[src/rtl/fb_scaler_pkg.sv]
// Shared types and helper functions for the framebuffer upscaler: RGB type,
// fixed colour-index expansion and window/size helpers used at elaboration.
package fb_scaler_pkg;

   typedef logic [23:0] rgb24_t;

   function automatic int unsigned win_end(input int unsigned offset,
                                           input int unsigned src,
                                           input int unsigned scale);
      return offset + src * scale;
   endfunction

   function automatic int unsigned frame_pixels(input int unsigned w,
                                                input int unsigned h);
      return w * h;
   endfunction

   function automatic int unsigned cnt_width(input int unsigned n);
      return (n > 1) ? $clog2(n) : 1;
   endfunction

   // Three or more index bits drive R,G,B as on/off channels; narrower
   // indices become a grey ramp by replicating the index across the byte.
   function automatic rgb24_t fixed_expand(input logic [7:0] idx,
                                           input int unsigned pix_bits);
      rgb24_t     c;
      logic [7:0] g;
      c = '0;
      g = '0;
      if (pix_bits >= 3) begin
         c = {{8{idx[2]}}, {8{idx[1]}}, {8{idx[0]}}};
      end else begin
         for (int i = 0; i < 8; i++) begin
            g[3'(7 - i)] = idx[3'(pix_bits - 1 - (i % pix_bits))];
         end
         c = {g, g, g};
      end
      return c;
   endfunction

endpackage

[src/rtl/fb_palette.sv]
// Runtime-writable colour lookup table: one write port, one registered read
// port; entries reset to the fixed expansion of their own index.
module fb_palette
   import fb_scaler_pkg::*;
#(
   parameter int unsigned PIX_BITS = 3
) (
   input  logic                clk_pixel,
   input  logic                resetn,
   input  logic                we,
   input  logic [PIX_BITS-1:0] wr_idx,
   input  rgb24_t              wr_rgb,
   input  logic [PIX_BITS-1:0] rd_idx,
   output rgb24_t              rd_rgb
);

   localparam int unsigned ENTRIES = 1 << PIX_BITS;

   rgb24_t entry_reg [ENTRIES];
   rgb24_t rd_rgb_reg;

   always_ff @(posedge clk_pixel or negedge resetn) begin
      if (!resetn) begin
         for (int i = 0; i < ENTRIES; i++) begin
            entry_reg[i] <= fixed_expand(8'(i), PIX_BITS);
         end
      end else if (we) begin
         entry_reg[wr_idx] <= wr_rgb;
      end
   end

   // A read of the entry being written in the same cycle returns the old value.
   always_ff @(posedge clk_pixel or negedge resetn) begin
      if (!resetn) begin
         rd_rgb_reg <= '0;
      end else begin
         rd_rgb_reg <= entry_reg[rd_idx];
      end
   end

   assign rd_rgb = rd_rgb_reg;

endmodule

[src/rtl/fb_scaler.sv]
// Integer-scaled, offset window upscaler: turns the hdmi scan position into
// source memory addresses and the returned colour index into 24-bit RGB.
module fb_scaler
   import fb_scaler_pkg::*;
#(
   parameter int unsigned SRC_W       = 160,
   parameter int unsigned SRC_H       = 120,
   parameter int unsigned SCALE_X     = 4,
   parameter int unsigned SCALE_Y     = 4,
   parameter int unsigned OFFSET_X    = 0,
   parameter int unsigned OFFSET_Y    = 0,
   parameter int unsigned PIX_BITS    = 3,
   parameter int unsigned CX_BITS     = 10,
   parameter int unsigned ADDR_BITS   = 15,
   parameter int unsigned MEM_LATENCY = 1,
   parameter rgb24_t      BORDER_RGB  = 24'h000000
) (
   input  logic                 clk_pixel,
   input  logic                 resetn,
   input  logic                 enable,
   input  logic                 palette_mode,
   input  logic [CX_BITS-1:0]   cx,
   input  logic [CX_BITS-1:0]   cy,
   output logic [ADDR_BITS-1:0] mem_addr,
   output logic                 mem_en,
   input  logic [PIX_BITS-1:0]  mem_data,
   input  logic                 pal_we,
   input  logic [PIX_BITS-1:0]  pal_idx,
   input  logic [23:0]          pal_rgb,
   output logic [23:0]          rgb,
   output logic                 active
);

   localparam int unsigned WIN_W = win_end(OFFSET_X, SRC_W, SCALE_X) - OFFSET_X;
   localparam int unsigned WIN_H = win_end(OFFSET_Y, SRC_H, SCALE_Y) - OFFSET_Y;
   localparam int unsigned SXW   = cnt_width(SCALE_X);
   localparam int unsigned SYW   = cnt_width(SCALE_Y);

   localparam logic [SXW-1:0]       SUB_X_LAST = SXW'(SCALE_X - 1);
   localparam logic [SYW-1:0]       SUB_Y_LAST = SYW'(SCALE_Y - 1);
   localparam logic [ADDR_BITS-1:0] ROW_STEP   = ADDR_BITS'(SRC_W);

   // Window test by unsigned wrap: positions left of/above the window wrap
   // to huge values and fail the single upper-bound compare.
   logic [31:0] rel_x;
   logic [31:0] rel_y;
   logic        in_win;
   logic        last_col;
   logic        frame_start;

   assign rel_x       = 32'(cx) - OFFSET_X;
   assign rel_y       = 32'(cy) - OFFSET_Y;
   assign in_win      = (rel_x < WIN_W) && (rel_y < WIN_H);
   assign last_col    = (rel_x == WIN_W - 1);
   assign frame_start = (cx == '0) && (cy == '0);

   logic [SXW-1:0]       sub_x_reg,    sub_x_next,    cur_sub_x;
   logic [SYW-1:0]       sub_y_reg,    sub_y_next,    cur_sub_y;
   logic [ADDR_BITS-1:0] addr_reg,     addr_next,     cur_addr;
   logic [ADDR_BITS-1:0] row_base_reg, row_base_next, cur_row_base;
   logic                 sync_reg;
   logic                 mode_reg;
   logic                 cur_sync;
   logic                 cur_mode;

   // Frame start clears the counters for the current pixel itself, so an
   // in-window (0,0) is addressed as 0 and advances from there.
   always_comb begin
      cur_sub_x    = frame_start ? '0 : sub_x_reg;
      cur_sub_y    = frame_start ? '0 : sub_y_reg;
      cur_addr     = frame_start ? '0 : addr_reg;
      cur_row_base = frame_start ? '0 : row_base_reg;
      cur_sync     = sync_reg | frame_start;
      cur_mode     = frame_start ? palette_mode : mode_reg;
   end

   always_comb begin
      sub_x_next    = cur_sub_x;
      sub_y_next    = cur_sub_y;
      addr_next     = cur_addr;
      row_base_next = cur_row_base;
      if (in_win) begin
         if (last_col) begin
            sub_x_next = '0;
            if (cur_sub_y != SUB_Y_LAST) begin
               sub_y_next = cur_sub_y + 1'b1;
               addr_next  = cur_row_base;
            end else begin
               sub_y_next    = '0;
               row_base_next = cur_row_base + ROW_STEP;
               addr_next     = cur_row_base + ROW_STEP;
            end
         end else if (cur_sub_x == SUB_X_LAST) begin
            sub_x_next = '0;
            addr_next  = cur_addr + 1'b1;
         end else begin
            sub_x_next = cur_sub_x + 1'b1;
         end
      end
   end

   always_ff @(posedge clk_pixel or negedge resetn) begin
      if (!resetn) begin
         sub_x_reg    <= '0;
         sub_y_reg    <= '0;
         addr_reg     <= '0;
         row_base_reg <= '0;
         sync_reg     <= 1'b0;
         mode_reg     <= 1'b0;
      end else begin
         sub_x_reg    <= sub_x_next;
         sub_y_reg    <= sub_y_next;
         addr_reg     <= addr_next;
         row_base_reg <= row_base_next;
         sync_reg     <= cur_sync;
         mode_reg     <= cur_mode;
      end
   end

   // Stage 1: memory request; the mode travels with the pixel so a frame
   // boundary never recolours pixels of the previous frame.
   logic [ADDR_BITS-1:0] mem_addr_reg;
   logic                 mem_en_reg;
   logic                 req_mode_reg;

   always_ff @(posedge clk_pixel or negedge resetn) begin
      if (!resetn) begin
         mem_addr_reg <= '0;
         mem_en_reg   <= 1'b0;
         req_mode_reg <= 1'b0;
      end else begin
         mem_addr_reg <= cur_addr;
         mem_en_reg   <= enable & in_win & cur_sync;
         req_mode_reg <= cur_mode;
      end
   end

   assign mem_addr = mem_addr_reg;
   assign mem_en   = mem_en_reg;

   // Delay line matching the memory read latency.
   logic [MEM_LATENCY-1:0] win_pipe_reg;
   logic [MEM_LATENCY-1:0] mode_pipe_reg;

   always_ff @(posedge clk_pixel or negedge resetn) begin
      if (!resetn) begin
         win_pipe_reg  <= '0;
         mode_pipe_reg <= '0;
      end else begin
         win_pipe_reg  <= MEM_LATENCY'({win_pipe_reg, mem_en_reg});
         mode_pipe_reg <= MEM_LATENCY'({mode_pipe_reg, req_mode_reg});
      end
   end

   // Output stage: palette read and fixed expansion registered in parallel.
   rgb24_t pal_rgb_q;
   rgb24_t fixed_reg;
   logic   active_reg;
   logic   pal_sel_reg;

   fb_palette #(
      .PIX_BITS (PIX_BITS)
   ) u_palette (
      .clk_pixel (clk_pixel),
      .resetn    (resetn),
      .we        (pal_we),
      .wr_idx    (pal_idx),
      .wr_rgb    (pal_rgb),
      .rd_idx    (mem_data),
      .rd_rgb    (pal_rgb_q)
   );

   always_ff @(posedge clk_pixel or negedge resetn) begin
      if (!resetn) begin
         fixed_reg   <= '0;
         active_reg  <= 1'b0;
         pal_sel_reg <= 1'b0;
      end else begin
         fixed_reg   <= fixed_expand(8'(mem_data), PIX_BITS);
         active_reg  <= win_pipe_reg[MEM_LATENCY-1];
         pal_sel_reg <= mode_pipe_reg[MEM_LATENCY-1];
      end
   end

   assign active = active_reg;
   assign rgb    = active_reg ? (pal_sel_reg ? pal_rgb_q : fixed_reg) : BORDER_RGB;

endmodule
[config.mk]
export PLATFORM = sky130hd
export DESIGN_NAME = fb_scaler
export DESIGN_NICKNAME = d
export VERILOG_FILES = /design/src/rtl/fb_scaler_pkg.sv /design/src/rtl/fb_palette.sv /design/src/rtl/fb_scaler.sv
export SDC_FILE = /design/constraint.sdc
export NUM_CORES = 1
export LEC_CHECK = 0
export CAP_MARGIN = 5
export CORE_ASPECT_RATIO = 2
export CORE_MARGIN = 3
export CORE_UTILIZATION = 55
export CTS_CLUSTER_SIZE = 40
export DETAILED_ROUTE_END_ITERATION = 6
export GPL_TIMING_DRIVEN = 0
export MAX_ROUTING_LAYER = met4
export PLACE_DENSITY = 0.76
export SLEW_MARGIN = 25
export SYNTH_ARGS = -nofsm -noshare
export SYNTH_HDL_FRONTEND = slang
export SYNTH_SLANG_ARGS = --single-unit
[constraint.sdc]
create_clock -name clk_pixel -period 3.71 [get_ports clk_pixel]
set_clock_uncertainty 0.1 [all_clocks]
set_input_delay 1.113 -clock clk_pixel [delete_from_list [all_inputs] [get_ports clk_pixel]]
set_output_delay 1.113 -clock clk_pixel [all_outputs]
set_load 0.005 [all_outputs]
==> results.txt <==
----------------------------------------------------
[Power and ir drop]
  Peak supply drop ... 0.0003747 V
  Design Power ... 7725 uW
  Leakage component of the power ... 0.005889 uW
  Power density normalized to cell area ... 530.7 nW/um2

[Layout]
  Area of the multi-input gates ... 5112 um2
  Final-layout fill cell count ... 1622
  Combined flip-flop and latch cell area ... 7003 um2
  Fraction of layout instances using a drive strength above 1 ... 44.59%
  Post-layout utilization of the core ... 65.98%
  Antenna Diode Count ... 0
  Total number of nets in the final design ... 1031
  Number of flip-flops under the largest register name ... 192
  Signed area change from the synthesized netlist to the final layout ... 17.74%

[STA]
  Post-route setup TNS ... 0 ns
  Hold Violations, Final ... 0
  Setup repair after global routing missed its margin ... false
  Max-slew headroom at the worst pin ... 40.44%
  Max Slew Vio Count ... 0
  Minimum clock period ... 3.611 ns
  Setup-failing EPs final ... 0
  Maximum operating frequency ... 0.2769 GHz
  Worst-margin pin slew ... 0.8934 ns
  Final cycle utilization of the critical path ... 97.34%

[Global routing]
  Global-route wire length before repair ... 44460 um
  Antenna violations before repair ... 0
  Largest net degree at the start of global routing ... 95
  Global route total overflow ... 0
  Vias in the first global route ... 8333
  Overall track demand over capacity in global routing ... 23.95%

[Routing]
  Antenna violation net count after detailed routing ... 0
  Via count normalized by instance count ... 5.926
  Vias after detailed routing ... 7497
  Final Routed Wirelength ... 27630 um
  Wirelength per Cell ... 21.84 um
  DRC violations left ... 0
  Drt initial violations ... 372
  Number of search-and-repair iterations in the first detailed-routing pass ... 6

[Synthesis]
  Post-synthesis instance area ... 12360 um2
  Number of library cell types mapped by synthesis ... 51
  Sequential cell area fraction in the yosys report ... 56.63%
  Number of nets produced by synthesis ... 907
  Most common flop cell mapped by yosys ... sky130_fd_sc_hd__dfrtp_1
  Async S/R FF share, synth ... 100.0%
  Post-Syn Area per Cell ... 14.58 um2
  Number of synthesized register bits ... 275
  Synthesis warning total ... 0
  Number of enable flip-flop cells after synthesis ... 0
  Post-synthesis instance total ... 848

[Floorplan]
  Width of the die ... 112.0 um
  Core area ... 22060 um2
  Row count ... 77
  Initial standard-cell utilization of the core ... 56.04%
  DIE HEIGHT ... 218.0 um
  Io pins ... 96
  Die ar. ... 24420 um2

[Worst setup path]
  Largest fanout of any net on the critical path ... 9
  Bufs and invs on worst path ... 1
  Startpoint type of the worst setup path ... flop
  Arrival time worst endpoint ... 2.40 ns
  Critical path endpoint category ... output pin
  Setup Crit Path Kind ... flop to output pin
  Worst Path Required ... 2.50 ns
  CP cell instances ... nand2b_1, a21boi_0, clkdlybuf4s50_1
  Crit path max-delay family ... buffers and inverters
  CP peak stage delay ... 0.59 ns
  Standard cell with the maximum stage delay on the critical path ... sky130_fd_sc_hd__clkdlybuf4s50_1

[Clock network]
  Clock tree from TritonCTS ... yes
  Clock tree root buffer cell ... sky130_fd_sc_hd__clkbuf_16
  Worst-Skew Late Latency ... 0.53 ns
  Longest Clk Path Bufs ... 3
  CTS clock-pin slew for the worst setup and hold paths ... 0.06 ns
  TritonCTS Buffers ... 25
  H-tree depth ... 1
  # clock sinks ... 275

[Placed design]
  I/O Buffers ... 91
  Placer Congestion ... 0.8492
  Detailed Place HPWL ... 19620 um

[Outcome]
  Status ... finished, final reports clean

[Worst hold path]
  Classification of the worst-slack hold path ... flop to flop

[Job]
  Max capacitance violation total ... 0

----------------------------------------------------
==> cell usage after synthesis (5+ instances only) <==
| master | count | area share (%) |
|---|---|---|
| sky130_fd_sc_hd__buf_2 | 19 | 0.77 |
| sky130_fd_sc_hd__xor2_1 | 11 | 0.78 |
| sky130_fd_sc_hd__dfstp_2 | 96 | 20 |
| sky130_fd_sc_hd__nand2b_1 | 7 | 0.35 |
| sky130_fd_sc_hd__nor4_1 | 8 | 0.40 |
| sky130_fd_sc_hd__mux2_2 | 218 | 20 |
| sky130_fd_sc_hd__nand3_1 | 13 | 0.53 |
| sky130_fd_sc_hd__o21ai_0 | 12 | 0.49 |
| sky130_fd_sc_hd__mux4_2 | 48 | 8.7 |
| sky130_fd_sc_hd__nor2_1 | 13 | 0.39 |
| sky130_fd_sc_hd__and2_1 | 23 | 1.2 |
| sky130_fd_sc_hd__a21oi_1 | 6 | 0.24 |
| sky130_fd_sc_hd__nor3_1 | 9 | 0.36 |
| sky130_fd_sc_hd__dfrtp_1 | 179 | 36 |
| sky130_fd_sc_hd__o211ai_1 | 5 | 0.30 |
| sky130_fd_sc_hd__nand2_1 | 47 | 1.4 |
| sky130_fd_sc_hd__xnor2_1 | 5 | 0.35 |
| sky130_fd_sc_hd__nand4_1 | 6 | 0.30 |
| sky130_fd_sc_hd__inv_1 | 7 | 0.21 |
| sky130_fd_sc_hd__o22ai_1 | 6 | 0.30 |
| sky130_fd_sc_hd__a21boi_0 | 25 | 1.5 |
| sky130_fd_sc_hd__clkbuf_1 | 29 | 0.88 |
==> cell families after synthesis <==
kind of cell    Yosys count  share of synthesized area (%)
mux                     268                          28.76
flops                   275                          56.63
xor+xnor                 16                          1.133
simple gates            146                          6.376
fa+ha+maj                 4                         0.4048
compound gates           80                          4.585
buf+inv                  59                          2.105
==> power breakdown <==
group / total (uW) / internal, uW / switching [uW]
registers: 4010 / 3740 / 268
clock network: 2540 / 1470 / 1080
logic: 1170 / 745 / 427
==> layout make-up <==
type,instances,share of cell area (%)
Clock inverter,4,0.3094
Tap cell,276,2.372
Buffer,51,1.607
Sequential cell,275,48.11
Clock buffer,40,5.235
Multi-Input combinational cell,514,35.12
Inverter,7,0.1805
Timing Repair Buffer,98,7.066
==> path summary, 6_finish.rpt <==
path                               start                        to  slack, ns  cells past startpoint
max                          pal_sel_reg                    rgb[1]        0.1                      3
min in group asynchronous         resetn  u_palette.entry_reg[159]       0.34                      1
min                        mode_pipe_reg               pal_sel_reg       0.25                      0
max in group asynchronous         resetn   u_palette.entry_reg[48]       1.68                      4
max reg2reg                  addr_reg[1]              addr_reg[10]       1.43                      8
min reg2reg                mode_pipe_reg               pal_sel_reg       0.25                      0
==> metal layers <==
| layer | global-route usage (%) | vias to the layer above | wire [um] |
|---|---|---|---|
| met3 | 2.638 | 71 | 814 |
| met2 | 45.17 | 174 | 15860 |
| met1 | 24.83 | 3895 | 9812 |
| met4 | 10.35 | 0 | 1144 |
| met5 | - | - | 0 |
| li1 | - | 3357 | - |
==> repair_timing <==
| action | 4_1_cts | 5_1_grt |
|---|---|---|
| hold buffers | 0 | 0 |
| buffers inserted | 0 | 4 |
| gates resized for setup | 4 | 4 |
| cloned | 0 | 0 |
| endpoints found under the setup margin | 22 | 14 |
| pin swaps | 0 | 4 |
==> layout by cell type (no fill, tap or decap), types with 8 or more instances in the layout <==
cell type / netlist / layout
sky130_fd_sc_hd__buf_2: 19 / 19
sky130_fd_sc_hd__nor3_1: 9 / 9
sky130_fd_sc_hd__dfstp_2: 96 / 96
sky130_fd_sc_hd__mux4_2: 48 / 48
sky130_fd_sc_hd__nand3_1: 13 / 12
sky130_fd_sc_hd__clkbuf_1: 29 / 32
sky130_fd_sc_hd__dfrtp_1: 179 / 178
sky130_fd_sc_hd__and2_1: 23 / 23
sky130_fd_sc_hd__mux2_2: 218 / 218
sky130_fd_sc_hd__o21ai_0: 12 / 12
sky130_fd_sc_hd__nor2_1: 13 / 13
sky130_fd_sc_hd__clkbuf_16: 0 / 25
sky130_fd_sc_hd__xor2_1: 11 / 11
sky130_fd_sc_hd__a21boi_0: 25 / 24
sky130_fd_sc_hd__clkdlybuf4s50_1: 0 / 90
sky130_fd_sc_hd__clkbuf_8: 0 / 8
sky130_fd_sc_hd__nand2_1: 47 / 47
==> through the flow <==
stage | hold slack (ns) | worst slack [ns] | cell area [um2] | instances
after CTS | 0.2527 | 0.004364 | 14510 | 1261
final | 0.2499 | 0.09868 | 14560 | 1265
after global placement | 0.2397 | -10.06 | 13620 | 1215
after floorplan | 0.2312 | 0.3785 | 12360 | 848
after global routing | 0.2620 | 0.01288 | 14560 | 1265
after detailed placement | 0.2371 | -0.5467 | 13710 | 1218
(Power assumes the default switching activity.)
